--- src/rtl/game_screen_ctrl_pkg.sv ---
// Shared definitions for the Pong screen sequencer: state encodings,
// default frame constants used by the text/VGA blocks, and a sizing helper.
package game_screen_ctrl_pkg;

   typedef enum logic [1:0] {
      ST_ATTRACT   = 2'd0,
      ST_COUNTDOWN = 2'd1,
      ST_PLAY      = 2'd2,
      ST_GAME_OVER = 2'd3
   } state_t;

   localparam int unsigned DEF_BLINK_FRAMES     = 30;
   localparam int unsigned DEF_COUNT_FROM       = 3;
   localparam int unsigned DEF_FRAMES_PER_COUNT = 60;
   localparam int unsigned DEF_WIN_SCORE        = 7;
   localparam int unsigned DEF_OVER_FRAMES      = 180;
   localparam int unsigned DEF_SCORE_W          = 4;

   function automatic int unsigned max3(input int unsigned a, input int unsigned b,
                                        input int unsigned c);
      int unsigned m;
      m = (a > b) ? a : b;
      return (m > c) ? m : c;
   endfunction

endpackage

--- src/rtl/game_screen_ctrl_if.sv ---
// Frame/key/point event inputs and overlay/datapath control outputs of the
// screen sequencer, bundled for the console top level.
interface game_screen_ctrl_if #(
   parameter int unsigned SCORE_W = 4
);
   logic               frame_tick;
   logic               key_press;
   logic               point_p1;
   logic               point_p2;
   logic               show_title;
   logic               show_start;
   logic               show_count;
   logic [3:0]         count_digit;
   logic               show_winner;
   logic               winner;
   logic               game_run;
   logic               ball_serve;
   logic [SCORE_W-1:0] score_p1;
   logic [SCORE_W-1:0] score_p2;

   modport master (
      output frame_tick, key_press, point_p1, point_p2,
      input  show_title, show_start, show_count, count_digit, show_winner,
             winner, game_run, ball_serve, score_p1, score_p2
   );

   modport slave (
      input  frame_tick, key_press, point_p1, point_p2,
      output show_title, show_start, show_count, count_digit, show_winner,
             winner, game_run, ball_serve, score_p1, score_p2
   );
endinterface

--- src/rtl/game_screen_ctrl_frame_divider.sv ---
// Frame tick counter with synchronous clear and a runtime terminal count;
// done pulses on the tick that completes term+1 ticks.
module frame_divider #(
   parameter int unsigned CNT_W = 8
) (
   input  logic             clk,
   input  logic             rst,
   input  logic             clr,
   input  logic             tick,
   input  logic [CNT_W-1:0] term,
   output logic             done
);
   logic [CNT_W-1:0] count;

   always_ff @(posedge clk or posedge rst) begin
      if (rst) begin
         count <= '0;
      end else if (clr) begin
         count <= '0;
      end else if (tick) begin
         // >= so a lowered terminal count after a timer switch still wraps
         if (count >= term) count <= '0;
         else               count <= count + CNT_W'(1);
      end
   end

   assign done = tick && !clr && (count >= term);
endmodule

--- src/rtl/game_screen_ctrl.sv ---
// Pong screen sequencer: attract / countdown / play / game-over FSM, overlay
// enables, ball/paddle gating and score keeping.
module game_screen_ctrl
   import game_screen_ctrl_pkg::*;
#(
   parameter int unsigned BLINK_FRAMES     = DEF_BLINK_FRAMES,
   parameter int unsigned COUNT_FROM       = DEF_COUNT_FROM,
   parameter int unsigned FRAMES_PER_COUNT = DEF_FRAMES_PER_COUNT,
   parameter int unsigned WIN_SCORE        = DEF_WIN_SCORE,
   parameter int unsigned OVER_FRAMES      = DEF_OVER_FRAMES,
   parameter int unsigned SCORE_W          = DEF_SCORE_W
) (
   input  logic              clk_0,
   input  logic              rst,
   game_screen_ctrl_if.slave bus
);
   localparam int unsigned CNT_W = $clog2(max3(BLINK_FRAMES, FRAMES_PER_COUNT, OVER_FRAMES)) + 1;
   localparam logic [CNT_W-1:0]   BLINK_TERM = CNT_W'(BLINK_FRAMES - 1);
   localparam logic [CNT_W-1:0]   COUNT_TERM = CNT_W'(FRAMES_PER_COUNT - 1);
   localparam logic [CNT_W-1:0]   OVER_TERM  = CNT_W'(OVER_FRAMES - 1);
   localparam logic [3:0]         DIGIT_INIT = 4'(COUNT_FROM);
   localparam logic [SCORE_W-1:0] WIN_VAL    = SCORE_W'(WIN_SCORE);

   state_t             state;
   logic               show_title, show_start, show_count, show_winner;
   logic               winner, game_run, ball_serve;
   logic [3:0]         count_digit;
   logic [SCORE_W-1:0] score_p1, score_p2;

   logic               div_clr, div_done;
   logic [CNT_W-1:0]   div_term;
   logic               point_any;
   logic [SCORE_W-1:0] inc_p1, inc_p2, new_score;

   assign inc_p1    = score_p1 + SCORE_W'(1);
   assign inc_p2    = score_p2 + SCORE_W'(1);
   assign point_any = bus.point_p1 || bus.point_p2;
   assign new_score = bus.point_p1 ? inc_p1 : inc_p2;

   // One divider serves all three timers; PLAY holds it cleared so every
   // countdown starts from zero.
   always_comb begin
      div_clr  = 1'b0;
      div_term = BLINK_TERM;
      unique case (state)
         ST_ATTRACT:   div_clr = bus.key_press;
         ST_COUNTDOWN: div_term = COUNT_TERM;
         ST_PLAY:      div_clr = 1'b1;
         ST_GAME_OVER: div_term = OVER_TERM;
         default:      div_clr = 1'b1;
      endcase
   end

   frame_divider #(.CNT_W(CNT_W)) u_frame_divider (
      .clk  (clk_0),
      .rst  (rst),
      .clr  (div_clr),
      .tick (bus.frame_tick),
      .term (div_term),
      .done (div_done)
   );

   always_ff @(posedge clk_0 or posedge rst) begin
      if (rst) begin
         state       <= ST_ATTRACT;
         show_title  <= 1'b1;
         show_start  <= 1'b1;
         show_count  <= 1'b0;
         show_winner <= 1'b0;
         count_digit <= '0;
         winner      <= 1'b0;
         game_run    <= 1'b0;
         ball_serve  <= 1'b0;
         score_p1    <= '0;
         score_p2    <= '0;
      end else begin
         ball_serve <= 1'b0;
         unique case (state)
            ST_ATTRACT: begin
               if (bus.key_press) begin
                  state       <= ST_COUNTDOWN;
                  score_p1    <= '0;
                  score_p2    <= '0;
                  count_digit <= DIGIT_INIT;
                  show_start  <= 1'b1;
                  show_title  <= 1'b0;
                  show_count  <= 1'b1;
               end else if (div_done) begin
                  show_start <= ~show_start;
               end
            end
            ST_COUNTDOWN: begin
               if (div_done) begin
                  if (count_digit == 4'd1) begin
                     state      <= ST_PLAY;
                     show_count <= 1'b0;
                     game_run   <= 1'b1;
                     ball_serve <= 1'b1;
                  end else begin
                     count_digit <= count_digit - 4'd1;
                  end
               end
            end
            ST_PLAY: begin
               if (point_any) begin
                  game_run <= 1'b0;
                  if (bus.point_p1) score_p1 <= inc_p1;
                  else              score_p2 <= inc_p2;
                  if (new_score == WIN_VAL) begin
                     state       <= ST_GAME_OVER;
                     winner      <= !bus.point_p1;
                     show_winner <= 1'b1;
                     show_title  <= 1'b1;
                  end else begin
                     state       <= ST_COUNTDOWN;
                     show_count  <= 1'b1;
                     count_digit <= DIGIT_INIT;
                  end
               end
            end
            ST_GAME_OVER: begin
               if (div_done) begin
                  state       <= ST_ATTRACT;
                  show_winner <= 1'b0;
               end
            end
            default: state <= ST_ATTRACT;
         endcase
      end
   end

   assign bus.show_title  = show_title;
   assign bus.show_start  = show_start;
   assign bus.show_count  = show_count;
   assign bus.count_digit = count_digit;
   assign bus.show_winner = show_winner;
   assign bus.winner      = winner;
   assign bus.game_run    = game_run;
   assign bus.ball_serve  = ball_serve;
   assign bus.score_p1    = score_p1;
   assign bus.score_p2    = score_p2;
endmodule

--- src/flat_wrapper.sv ---
// flat-port wrapper written by rule: the top's interface ports become plain ports
module game_screen_ctrl_flat import game_screen_ctrl_pkg::*;
#(
   parameter int unsigned BLINK_FRAMES     = DEF_BLINK_FRAMES,
   parameter int unsigned COUNT_FROM       = DEF_COUNT_FROM,
   parameter int unsigned FRAMES_PER_COUNT = DEF_FRAMES_PER_COUNT,
   parameter int unsigned WIN_SCORE        = DEF_WIN_SCORE,
   parameter int unsigned OVER_FRAMES      = DEF_OVER_FRAMES,
   parameter int unsigned SCORE_W          = DEF_SCORE_W
)
  (clk_0, rst, bus_frame_tick, bus_key_press, bus_point_p1, bus_point_p2, bus_show_title, bus_show_start, bus_show_count, bus_count_digit, bus_show_winner, bus_winner, bus_game_run, bus_ball_serve, bus_score_p1, bus_score_p2);
  game_screen_ctrl_if #(.SCORE_W(SCORE_W)) bus_i ();
  input  logic clk_0;
  input  logic rst;
  input wire logic [$bits(bus_i.frame_tick)-1:0] bus_frame_tick;
  input wire logic [$bits(bus_i.key_press)-1:0] bus_key_press;
  input wire logic [$bits(bus_i.point_p1)-1:0] bus_point_p1;
  input wire logic [$bits(bus_i.point_p2)-1:0] bus_point_p2;
  output wire logic [$bits(bus_i.show_title)-1:0] bus_show_title;
  output wire logic [$bits(bus_i.show_start)-1:0] bus_show_start;
  output wire logic [$bits(bus_i.show_count)-1:0] bus_show_count;
  output wire logic [$bits(bus_i.count_digit)-1:0] bus_count_digit;
  output wire logic [$bits(bus_i.show_winner)-1:0] bus_show_winner;
  output wire logic [$bits(bus_i.winner)-1:0] bus_winner;
  output wire logic [$bits(bus_i.game_run)-1:0] bus_game_run;
  output wire logic [$bits(bus_i.ball_serve)-1:0] bus_ball_serve;
  output wire logic [$bits(bus_i.score_p1)-1:0] bus_score_p1;
  output wire logic [$bits(bus_i.score_p2)-1:0] bus_score_p2;
  assign bus_i.frame_tick = bus_frame_tick;
  assign bus_i.key_press = bus_key_press;
  assign bus_i.point_p1 = bus_point_p1;
  assign bus_i.point_p2 = bus_point_p2;
  assign bus_show_title = bus_i.show_title;
  assign bus_show_start = bus_i.show_start;
  assign bus_show_count = bus_i.show_count;
  assign bus_count_digit = bus_i.count_digit;
  assign bus_show_winner = bus_i.show_winner;
  assign bus_winner = bus_i.winner;
  assign bus_game_run = bus_i.game_run;
  assign bus_ball_serve = bus_i.ball_serve;
  assign bus_score_p1 = bus_i.score_p1;
  assign bus_score_p2 = bus_i.score_p2;
  game_screen_ctrl #(.BLINK_FRAMES(BLINK_FRAMES), .COUNT_FROM(COUNT_FROM), .FRAMES_PER_COUNT(FRAMES_PER_COUNT), .WIN_SCORE(WIN_SCORE), .OVER_FRAMES(OVER_FRAMES), .SCORE_W(SCORE_W)) u_core (.clk_0(clk_0), .rst(rst), .bus(bus_i));
endmodule
--- config.mk ---
export PLATFORM = sky130hd
export DESIGN_NAME = game_screen_ctrl_flat
export DESIGN_NICKNAME = d
export VERILOG_FILES = /design/src/rtl/game_screen_ctrl_pkg.sv /design/src/rtl/game_screen_ctrl_if.sv /design/src/rtl/game_screen_ctrl_frame_divider.sv /design/src/rtl/game_screen_ctrl.sv /design/src/flat_wrapper.sv
export SDC_FILE = /design/constraint.sdc
export NUM_CORES = 1
export LEC_CHECK = 0
export BUFFER_PORTS_ARGS = -buffer_cell sky130_fd_sc_hd__buf_2
export CAP_MARGIN = 20
export CORE_MARGIN = 1.5
export CORE_UTILIZATION = 30
export CTS_CLUSTER_DIAMETER = 200
export CTS_CLUSTER_SIZE = 14
export DETAILED_ROUTE_END_ITERATION = 10
export GPL_ROUTABILITY_DRIVEN = 0
export GPL_TIMING_DRIVEN = 0
export SYNTH_ARGS = -nofsm -noshare
export SYNTH_HDL_FRONTEND = slang
export SYNTH_SLANG_ARGS = --single-unit
--- constraint.sdc ---
create_clock -name clk_0 -period 6.4 [get_ports clk_0]
set_clock_uncertainty 0.1 [all_clocks]
set_input_delay 1.28 -clock clk_0 [delete_from_list [all_inputs] [get_ports clk_0]]
set_output_delay 1.28 -clock clk_0 [all_outputs]
set_load 0.02 [all_outputs]
==> results of run 1 <==
==> area by class of cell <==
class,instances,area [µm²],area share (%)
multi-input combinational,145,1010,46.3
sequential,30,753,34.5
timing repair buffer,24,143,6.53
tap,75,93.8,4.29
clock buffer,6,72.6,3.32
buffer,7,57.6,2.63
inverter,12,45.0,2.06
clock inverter,2,10.0,0.458
==> worst reg2reg max path: stages (launching register included) <==
cell      delay [ns]
dfrtp_1         0.34
buf_6           0.14
clkbuf_1        0.36
buf_2           0.32
nand2_1         0.13
inv_1           0.09
ha_1            0.25
a41o_1          0.25
a21oi_2         0.17
o2111a_1        0.35
buf_6           0.17
a41oi_1         0.12
a31oi_1         0.15
==> final timing paths <==
check	cells past startpoint	slack, ns	end
max	12	3.39	u_core.u_frame_divider.count[7]
min	2	0.38	u_core.bus.show_start
max reg2reg	12	3.39	u_core.u_frame_divider.count[7]
min reg2reg	2	0.38	u_core.bus.show_start
max in group asynchronous	3	4.77	u_core.bus.show_start
min in group asynchronous	2	0.89	u_core.bus.score_p1[2]
==> Yosys cell counts (4+ instances only) <==
cell / n / area (µm²)
dfrtp_1: 28 / 701
nand2_1: 18 / 67.6
nor2_1: 14 / 52.6
a21oi_1: 13 / 65.1
inv_1: 11 / 41.3
ha_1: 10 / 125
o21ai_0: 10 / 50.1
nand2b_1: 7 / 43.8
and3_1: 6 / 37.5
nand3_1: 6 / 30.0
a22o_1: 5 / 43.8
a31oi_1: 5 / 31.3
buf_6: 4 / 45.0
mux2i_1: 4 / 40.0
nor3_1: 4 / 20.0
==> kinds of logic (layout without fill, tap and decap cells) <==
family,count (synthesis),in the layout
and+or+nand+nor,71,71
AOI/OAI and AO/OA,57,57
DFF,30,30
buffers and inverters,19,51
adders and majority gates,10,10
muxes,6,6
xor gates and xnor gates,1,1
==> stage by stage <==
step           cells  hold WS, ns
6_report         301        0.376
4_1_cts          301        0.383
3_5_place_dp     293        0.366
3_3_place_gp     292        0.358
2_1_floorplan    194        0.378
5_1_grt          301        0.405
==> registers in the layout, indices dropped and copies added, names as in the netlist <==
name	cells
u_core.u_frame_divider.count	9
u_core.bus.count_digit	4
u_core.bus.score_p1	4
u_core.bus.score_p2	4
u_core.state	2
u_core.bus.ball_serve	1
u_core.bus.game_run	1
u_core.bus.show_count	1
u_core.bus.show_start	1
u_core.bus.show_title	1
u_core.bus.show_winner	1
u_core.bus.winner	1
==> power by group through the flow <==
stage / registers, µW / clock network (µW) / logic [µW]
after global routing: 218 / 161 / 65.8
after global placement: 218 / 0 / 55.1
after floorplan: 215 / 0 / 43.7
after detailed placement: 219 / 0 / 59.0
after CTS: 215 / 154 / 59.4
final: 215 / 150 / 58.0
==> metal layers <==
metal,global-route usage (%),vias up,share of wire [%]
li1,-,774,-
met1,17.3,753,47
met2,22.9,34,47
met3,4.11,6,4.1
met4,6.10,0,1.9
met5,0,-,0
==> flow_summary.json, run 1 <==
{
  "status": "finished, final reports clean",
  "min_path_type": "reg -> reg",
  "cts_made_buffers": 5,
  "yosys_most_used_dff": "dfrtp_1",
  "p_sw_uw": 121,
  "initial_core_util_pct": 31.3,
  "finalNetCount": 241,
  "crit_path_top_delay_cell": "clkbuf_1",
  "synth.avg_cell_area_um2": 9.62,
  "final_area_um2": 2190,
  "cp_common_cell": "buf_6",
  "worstMarginPinSlew_ns": 0.493,
  "cts_resized": 0,
  "slew_headroom_pct": 67.2,
  "rows": 28,
  "die_area_um2": 6710,
  "drt-vias-per-instance": 5.21,
  "cp-startpoint": "u_core.state[1]",
  "crit_path_cell_trace": "buf_6 > clkbuf_1 > buf_2 > nand2_1 > inv_1 > ha_1 > a41o_1 > a21oi_2 > o2111a_1 > buf_6 > a41oi_1 > a31oi_1",
  "dp_slack_ns": 3.44,
  "cts.sinks": 30,
  "synthSimpleGateAreaFrac_pct": 21.3,
  "combPwrFrac_pct": 13.7,
  "setup_viol": 0,
  "nFillCells": 621,
  "r2r_start": "u_core.state[1]",
  "post_drt_wl_per_cell_um": 13.9,
  "power.share.clock_pct": 35.4,
  "place_area_um2": 2100,
  "end_kind": "flop",
  "synthAdderAreaFrac_pct": 6.70,
  "routed_wl_mm": 4.20,
  "cts_root_buf": "clkbuf_8",
  "hold_viol": 0,
  "ctsHtreeMaxLevel": 2,
  "drive_above_1_share_pct": 23.5,
  "slew_violations": 0,
  "power.share.switching_pct": 28.6,
  "grt_pass1_vias": 1540,
  "clkLatencyLatePin_ns": 0.29,
  "grt_max_degree": 22,
  "fin_crit_sh_pct": 47.1,
  "grt_overflow": 0,
  "vias": 1567,
  "synth.area.mux_share_pct": 3.35,
  "start_kind": "flop",
  "final_common_cell": "dfrtp_1",
  "io_buffers": 23,
  "rsz0062_at_grt": "no",
  "grt_use_total_pct": 14.1,
  "min_period_ns": 3.01,
  "ys_ff_latch": 30,
  "path_delay_family": "buffers and inverters",
  "yosysUniqueCellTypes": 54,
  "synth_edf_count": 0,
  "core-area_um2": 5960,
  "final_cell_mix": "28 x dfrtp_1, 24 x buf_2, 18 x nand2_1",
  "firstDrtPassIters": 4,
  "fmax_mhz": 332,
  "required_ns": 6.52,
  "synthesis.nets": 210,
  "yosysSeqAreaShare_pct": 40.3,
  "cts_tree": "built",
  "synthArstFlopShare_pct": 100,
  "synthesis.area_um2": 1870,
  "ioPinCount": 25,
  "max_cap_violations": 0,
  "ys.warnings.count": 0,
  "p_per_area_nw_per_um2": 193,
  "final_util_pct": 36.7,
  "syn_inst": 194,
  "critPathBufInv": 5,
  "clkTransAtPathRegs_ns": 0.07,
  "clockBufferDepth": 2,
  "dieWidth_um": 81.9,
  "intPower_uw": 302,
  "postRouteAntennaNets": 0,
  "cp_max_fo": 10,
  "drc": 0,
  "fin_tns_setup_ns": 0,
  "area_delta_synth_final_pct": 17.1,
  "antenna_found_initial": 0,
  "power_frac_seq_pct": 50.9,
  "dp_hpwl_mm": 3.10,
  "cts_setup_buffers": 0,
  "p_leak_uw": 0.00105,
  "min-delay-start": "u_core.bus.show_start",
  "synth_xor_area_share_pct": 0.469,
  "synth_compound_area_share_pct": 22.3,
  "ctsHoldBuffers": 0,
  "ir_drop_mv": 0.0720,
  "fp.dieH_um": 81.9,
  "antenna_cells": 0,
  "grt_first_pass_wirelength_mm": 7.14,
  "crit_arrival_ns": 3.13,
  "critPathMaxStageDelay_ns": 0.36,
  "power_uw": 423,
  "critPathKind": "reg -> reg",
  "layout_setup_ws_ns": 3.39,
  "synth_top_family_by_area": "compound AO/OA/AOI/OAI gates",
  "drt-initial-drc-count": 69
}
Power figures use the tool's default switching activity.
==> run 2: changes to the inputs <==
Settings changed: ABC_AREA set to 1.
Clock period 6.4 ns to 2.5 ns, I/O delays scaled along.
==> run 2 against run 1 <==
- first-iteration DRC count fell by 13%
- clock-buffer cell count rose by 1
- power rose to 5.9 times the previous value
- non-clock buffer count fell by 4
- sequential share of layout area barely moved
- area after synthesis fell by 0.67%
- utilization barely moved
- combinational power rose to 22 times the previous value
- register-to-register slack got worse by 3.0 ns
- critical path type unchanged
- critical endpoint is now u_core.bus.show_winner
- highest routed layer unchanged
==> flow_summary.json, run 2 <==
{
  "clockBufferDepth": 2,
  "fin_tns_setup_ns": 0,
  "final_util_pct": 36.7,
  "min_period_ns": 2.13,
  "yosys.area.top_type": "dfrtp_1",
  "p_per_area_nw_per_um2": 1140,
  "start_kind": "flop",
  "critPathKind": "reg -> reg",
  "grt_overflow": 0,
  "rsz0062_at_grt": "no",
  "area_delta_synth_final_pct": 17.9,
  "place_area_um2": 2100,
  "synth.most_common_cell": "nand2_1",
  "multi_input_area_um2": 915,
  "clkLatencyLatePin_ns": 0.28,
  "drt-vias-per-instance": 4.46,
  "synth.avg_cell_area_um2": 7.82,
  "synthesis.nets": 253,
  "slew_violations": 0,
  "intPower_uw": 1350,
  "routed_wl_mm": 3.60,
  "drt-initial-drc-count": 60,
  "cts_root_buf": "clkbuf_8",
  "antenna_cells": 0,
  "min_path_type": "in -> async",
  "combPwrFrac_pct": 50.6,
  "final_cell_mix": "64 x nand2_1, 36 x inv_1, 28 x dfrtp_1",
  "critPathMaxStageDelay_ns": 0.40,
  "synthTopCellsByCount": "64 x nand2_1, 36 x inv_1, 28 x dfrtp_1",
  "power_frac_seq_pct": 33.6,
  "vias": 1537,
  "synthTopCellsByArea": "dfrtp_1 38%, nand2_1 13%, inv_1 7.3%",
  "seq_area_um2": 753,
  "top_layer": "met4",
  "wl_met2_mm": 1.56,
  "fmax_mhz": 469,
  "synth_edf_count": 0,
  "crit_arrival_ns": 2.20,
  "dp.cells": 337,
  "syn_inst": 237,
  "fp.dieH_um": 81.6,
  "r2r_setup_slack_ns": 0.37,
  "endpoint": "u_core.bus.show_winner",
  "drc": 0,
  "rows": 28,
  "io_buffers": 24,
  "nFillCells": 640,
  "slew_headroom_pct": 62.2,
  "antenna_found_initial": 0,
  "dr_wl_met3_um": 165,
  "core-area_um2": 5960,
  "postRouteAntennaNets": 0,
  "ioPinCount": 25,
  "synthesis.area_um2": 1850,
  "power.share.clock_pct": 15.8,
  "hold_slack_ns": 0.163,
  "fin_cells": 345,
  "die_area_um2": 6660,
  "crit_path_top_delay_cell": "dfrtp_1",
  "ctsHtreeMaxLevel": 2,
  "yosysSeqAreaShare_pct": 40.6,
  "cts_setup_buffers": 0,
  "p_sw_uw": 1140,
  "r2r_start": "u_core.state[0]",
  "yosysUniqueCellTypes": 30,
  "ir_drop_mv": 0.443,
  "yosys_most_used_dff": "dfrtp_1",
  "met1Wirelength_mm": 1.79,
  "cp-startpoint": "u_core.state[0]",
  "grt_pass1_vias": 1340,
  "cts.sinks": 30,
  "setup_viol": 0,
  "grt_first_pass_wirelength_mm": 6.05,
  "final_area_um2": 2190,
  "cts_made_buffers": 5,
  "drive_above_1_share_pct": 21.9,
  "end_kind": "flop",
  "cts_resized": 0,
  "clkTransAtPathRegs_ns": 0.06,
  "post_drt_wl_per_cell_um": 10.4,
  "power.share.switching_pct": 45.9,
  "dieWidth_um": 81.6,
  "dp_hpwl_mm": 2.87,
  "hold_viol": 0,
  "synthArstFlopShare_pct": 100,
  "ys.warnings.count": 0,
  "status": "finished, final reports clean",
  "cp_common_cell": "nand2_1",
  "max_cap_violations": 0,
  "crit_path_cell_trace": "buf_6 > nand2_1 > inv_1 > ha_1 > nand2_1 > inv_1 > nand2_1 > nand3_1 > nand2_1 > nand2_1 > nand2_2 > nand2_1 > nand3_1 > nand2_1 > nand2_1",
  "finalNetCount": 285,
  "grt_use_total_pct": 12.2,
  "regMostFlops": "u_core.u_frame_divider.count",
  "ff2ff_path_depth": 15,
  "cts_tree": "built",
  "grt_max_degree": 19,
  "cp_max_fo": 8,
  "ys_ff_latch": 30,
  "r2r_end": "u_core.bus.show_winner",
  "worstMarginPinSlew_ns": 0.566,
  "firstDrtPassIters": 4,
  "largest_reg_flops": 9,
  "fin_crit_sh_pct": 85.3,
  "initial_core_util_pct": 31.1,
  "p_leak_uw": 0.00115,
  "required_ns": 2.57,
  "yosysTopAreaCellShare_pct": 37.8,
  "ctsHoldBuffers": 0,
  "final_common_cell": "nand2_1"
}
## run 2: cell count changes after synthesis, sizes merged, moves of 3 or more
cell / delta
nand2: +52
nor2: +7
and3: -6
nand2b: -7
a21oi: -12
a31oi: -4
mux2i: -3
inv: +32
xor2: +3
o22ai: +6
nand3: +15
a22o: -5
buf: -3
## run 2: area by class of cell
class	instances	area share (%)
buffer	2	1.03
clock buffer	7	3.95
clock inverter	1	0.229
inverter	43	7.49
multi-input combinational	162	41.8
sequential	30	34.4
tap	75	4.29
timing repair buffer	25	6.75
## run 2: logic make-up after synthesis
| family | share of synthesized area (%) |
|---|---|
| buffers and inverters | 10.1 |
| flip-flops | 40.6 |
| AO/OA/AOI/OAI | 8.44 |
| AND/OR/NAND/NOR | 31.2 |
| XOR/XNOR | 2.36 |
| adder cells (fa/ha/maj) | 6.75 |
| multiplexers | 0.540 |
## run 2: power groups by stage
| stage | clock network, µW | logic, µW | registers, µW |
|---|---|---|---|
| after detailed placement | 0 | 1270 | 842 |
| final | 393 | 1260 | 835 |
| after global routing | 434 | 1430 | 867 |
| after global placement | 0 | 1250 | 838 |
| after floorplan | 0 | 857 | 945 |
| after CTS | 408 | 1280 | 839 |
## run 2: through the flow
step,power [µW],worst slack (ns)
CTS,2520,0.370
floorplan,1800,0.611
detailed placement,2120,0.381
finish,2490,0.367
global route,2730,0.179
global placement,2090,0.406
## run 2: worst max-delay path, delay by kind of cell, from the launching register on
family	cells	cell delay [ns]
adders and majority gates	1	0.29
buffers and inverters	3	0.25
DFF	1	0.40
and+or+nand+nor	11	0.97
## run 2: worst min-delay path by stage
stage	from	endpoint	slack [ns]	depth (start not counted)
2_1_floorplan	u_core.u_frame_divider.count[1]	u_core.u_frame_divider.count[1]	0.40	2
3_3_place_gp	u_core.bus.show_count	u_core.bus.show_count	0.36	2
3_5_place_dp	u_core.bus.show_count	u_core.bus.show_count	0.36	2
4_1_cts	rst	u_core.u_frame_divider.count[4]	0.18	2
5_1_grt	rst	u_core.u_frame_divider.count[4]	0.21	2
6_report	rst	u_core.u_frame_divider.count[4]	0.16	2
## run 2: routing by layer
| metal | vias up | GRT usage [%] |
|---|---|---|
| met2 | 23 | 17.9 |
| met5 | - | 0 |
| met4 | 0 | 6.10 |
| met1 | 690 | 15.7 |
| met3 | 8 | 4.22 |
| li1 | 816 | - |
==> run 3: changes to the inputs <==
Settings changed: CORE_UTILIZATION 30 to 57, MAX_ROUTING_LAYER set to met4, PLACE_DENSITY set to 0.79.
Clock period 2.5 ns to 2.1 ns, I/O delays scaled along.
==> run 3 against run 2 <==
- non-clock buffer count up 2
- die area fell by 46%
- routed wire length fell by 2.8%
- flip-flop and latch count unchanged
- sequential power grew 19%
- combinational power increased by 23%
- cell count down 8.4%
- via count up 3.7%
- clock-buffer cell count fell by 1
- power is 15% higher
- largest power group unchanged
==> flow_summary.json, run 3 (synthesized netlist as in run 2, its figures left out) <==
{
  "dr_wl_met3_um": 124,
  "p_sw_uw": 1380,
  "antenna_found_initial": 0,
  "dieWidth_um": 60.0,
  "final_common_cell": "nand2_1",
  "drt-vias-per-instance": 5.04,
  "clockBufferDepth": 2,
  "worstMarginPinSlew_ns": 0.591,
  "nFillCells": 289,
  "cts_made_buffers": 5,
  "clkTransAtPathRegs_ns": 0.10,
  "max_cap_violations": 0,
  "largest_reg_flops": 9,
  "endpoint": "u_core.bus.show_winner",
  "drt-initial-drc-count": 98,
  "ir_drop_mv": 0.770,
  "crit_cells": 15,
  "wl_met2_mm": 1.60,
  "ctsHoldBuffers": 0,
  "r2r_start": "u_core.state[0]",
  "power.share.switching_pct": 48.1,
  "fmax_mhz": 509,
  "power_frac_seq_pct": 34.6,
  "setup_viol": 0,
  "critPathBufInv": 3,
  "critPathKind": "reg -> reg",
  "core-area_um2": 3080,
  "p_per_area_nw_per_um2": 1340,
  "hold_viol": 0,
  "end_kind": "flop",
  "final_util_pct": 69.5,
  "power.share.clock_pct": 11.3,
  "io_buffers": 24,
  "crit_path_cell_trace": "buf_6 > nand2_4 > inv_1 > ha_1 > nand2_1 > inv_1 > nand2_1 > nand3_1 > nand2_1 > nand2_2 > nand2_4 > nand2_1 > nand3_1 > nand2_1 > nand2_1",
  "cp-startpoint": "u_core.state[0]",
  "path_delay_family": "simple AND/OR/NAND/NOR gates",
  "slew_violations": 0,
  "crit_arrival_ns": 2.10,
  "post_drt_wl_per_cell_um": 11.1,
  "required_ns": 2.23,
  "rsz0062_at_grt": "no",
  "crit_path_top_delay_cell": "dfrtp_1",
  "grt_pass1_vias": 1429,
  "area_delta_synth_final_pct": 15.3,
  "status": "finished, final reports clean",
  "die_area_um2": 3600,
  "vias": 1594,
  "postRouteAntennaNets": 0,
  "cts.sinks": 30,
  "rows": 20,
  "met1Wirelength_mm": 1.71,
  "final_cell_mix": "62 x nand2_1, 36 x inv_1, 28 x dfrtp_1",
  "cts_root_buf": "clkbuf_4",
  "top_layer": "met4",
  "grt_overflow": 0,
  "intPower_uw": 1490,
  "slew_headroom_pct": 60.6,
  "fin_tns_setup_ns": 0,
  "dp_hpwl_mm": 2.71,
  "drive_above_1_share_pct": 23.2,
  "initial_core_util_pct": 60.2,
  "finalNetCount": 287,
  "min_path_type": "in -> async",
  "cts_tree": "built",
  "p_leak_uw": 0.00116,
  "routed_wl_mm": 3.50,
  "fin_crit_sh_pct": 93.6,
  "start_kind": "flop",
  "fp.dieH_um": 60.0,
  "combPwrFrac_pct": 54.1,
  "regMostFlops": "u_core.u_frame_divider.count",
  "critPathMaxStageDelay_ns": 0.41,
  "place_area_um2": 2060,
  "final_area_um2": 2140,
  "grt_max_degree": 19,
  "firstDrtPassIters": 4,
  "min_period_ns": 1.96,
  "ioPinCount": 25,
  "ctsHtreeMaxLevel": 2,
  "drc": 0,
  "r2r_setup_slack_ns": 0.14,
  "grt_first_pass_wirelength_mm": 6.10,
  "r2r_end": "u_core.bus.show_winner",
  "ff2ff_path_depth": 15,
  "cp_max_fo": 8,
  "antenna_cells": 0,
  "hold_slack_ns": 0.0339,
  "grt_use_total_pct": 23.5,
  "cp_common_cell": "nand2_1",
  "clkLatencyLatePin_ns": 0.33
}
## run 3: cell count changes in the layout (fill, tap and decap cells not counted), sizes merged
cell,change
clkbuf,-1
clkinv,+1
buf,+2
## run 3: worst min-delay path by stage
stage | end | slack [ns]
final | u_core.bus.count_digit[3] | 0.03
after CTS | u_core.bus.count_digit[3] | 0.03
after global placement | u_core.bus.show_winner | 0.35
after detailed placement | u_core.bus.show_count | 0.37
after floorplan | u_core.u_frame_divider.count[1] | 0.40
after global routing | u_core.bus.count_digit[3] | 0.07
## run 3: timing repair
| action | CTS | global route |
|---|---|---|
| pin swaps | 0 | 1 |
| endpoints found under the hold margin | 0 | 0 |
| resized for setup | 1 | 4 |
| cloned | 0 | 0 |
| buffers inserted | 0 | 2 |
| setup endpoints to repair | 2 | 17 |
## run 3: power groups by stage
| stage | registers [µW] | logic (µW) | clock network [µW] |
|---|---|---|---|
| floorplan | 1130 | 1020 | 0 |
| global placement | 995 | 1470 | 0 |
| global route | 1030 | 1780 | 355 |
| detailed placement | 1000 | 1510 | 0 |
| CTS | 991 | 1530 | 337 |
| finish | 992 | 1550 | 323 |
## run 3: worst reg2reg max path, stage by stage, from the launching register on
cell	delay [ns]
dfrtp_1	0.41
buf_6	0.15
nand2_4	0.08
inv_1	0.05
ha_1	0.29
nand2_1	0.05
inv_1	0.04
nand2_1	0.05
nand3_1	0.08
nand2_1	0.06
nand2_2	0.11
nand2_4	0.08
nand2_1	0.12
nand3_1	0.09
nand2_1	0.06
nand2_1	0.05
## run 3: routing by layer
metal / vias to the layer above / GRT usage [%]
met4: 0 / 8.57
met3: 5 / 5.84
li1: 824 / -
met2: 26 / 34.3
met5: - / -
met1: 739 / 31.6
## run 3: stage by stage
step / power (µW) / setup WS [ns] / instances
after floorplan: 2150 / 0.211 / 237
after global placement: 2460 / 0.0133 / 305
after detailed placement: 2510 / -0.0133 / 306
after CTS: 2850 / 0.0224 / 314
after global routing: 3160 / 0.00599 / 316
final: 2870 / 0.135 / 316
## run 3: cell type report
| type | count | area, µm² | area share, % |
|---|---|---|---|
| plain buffers | 2 | 22.5 | 1.05 |
| clock buffers | 6 | 41.3 | 1.93 |
| clock inverters | 2 | 10.0 | 0.468 |
| inverters | 43 | 164 | 7.67 |
| multi-input cells | 162 | 930 | 43.5 |
| flip-flops and latches | 30 | 753 | 35.2 |
| well taps | 44 | 55.1 | 2.57 |
| repair buffers | 27 | 163 | 7.61 |
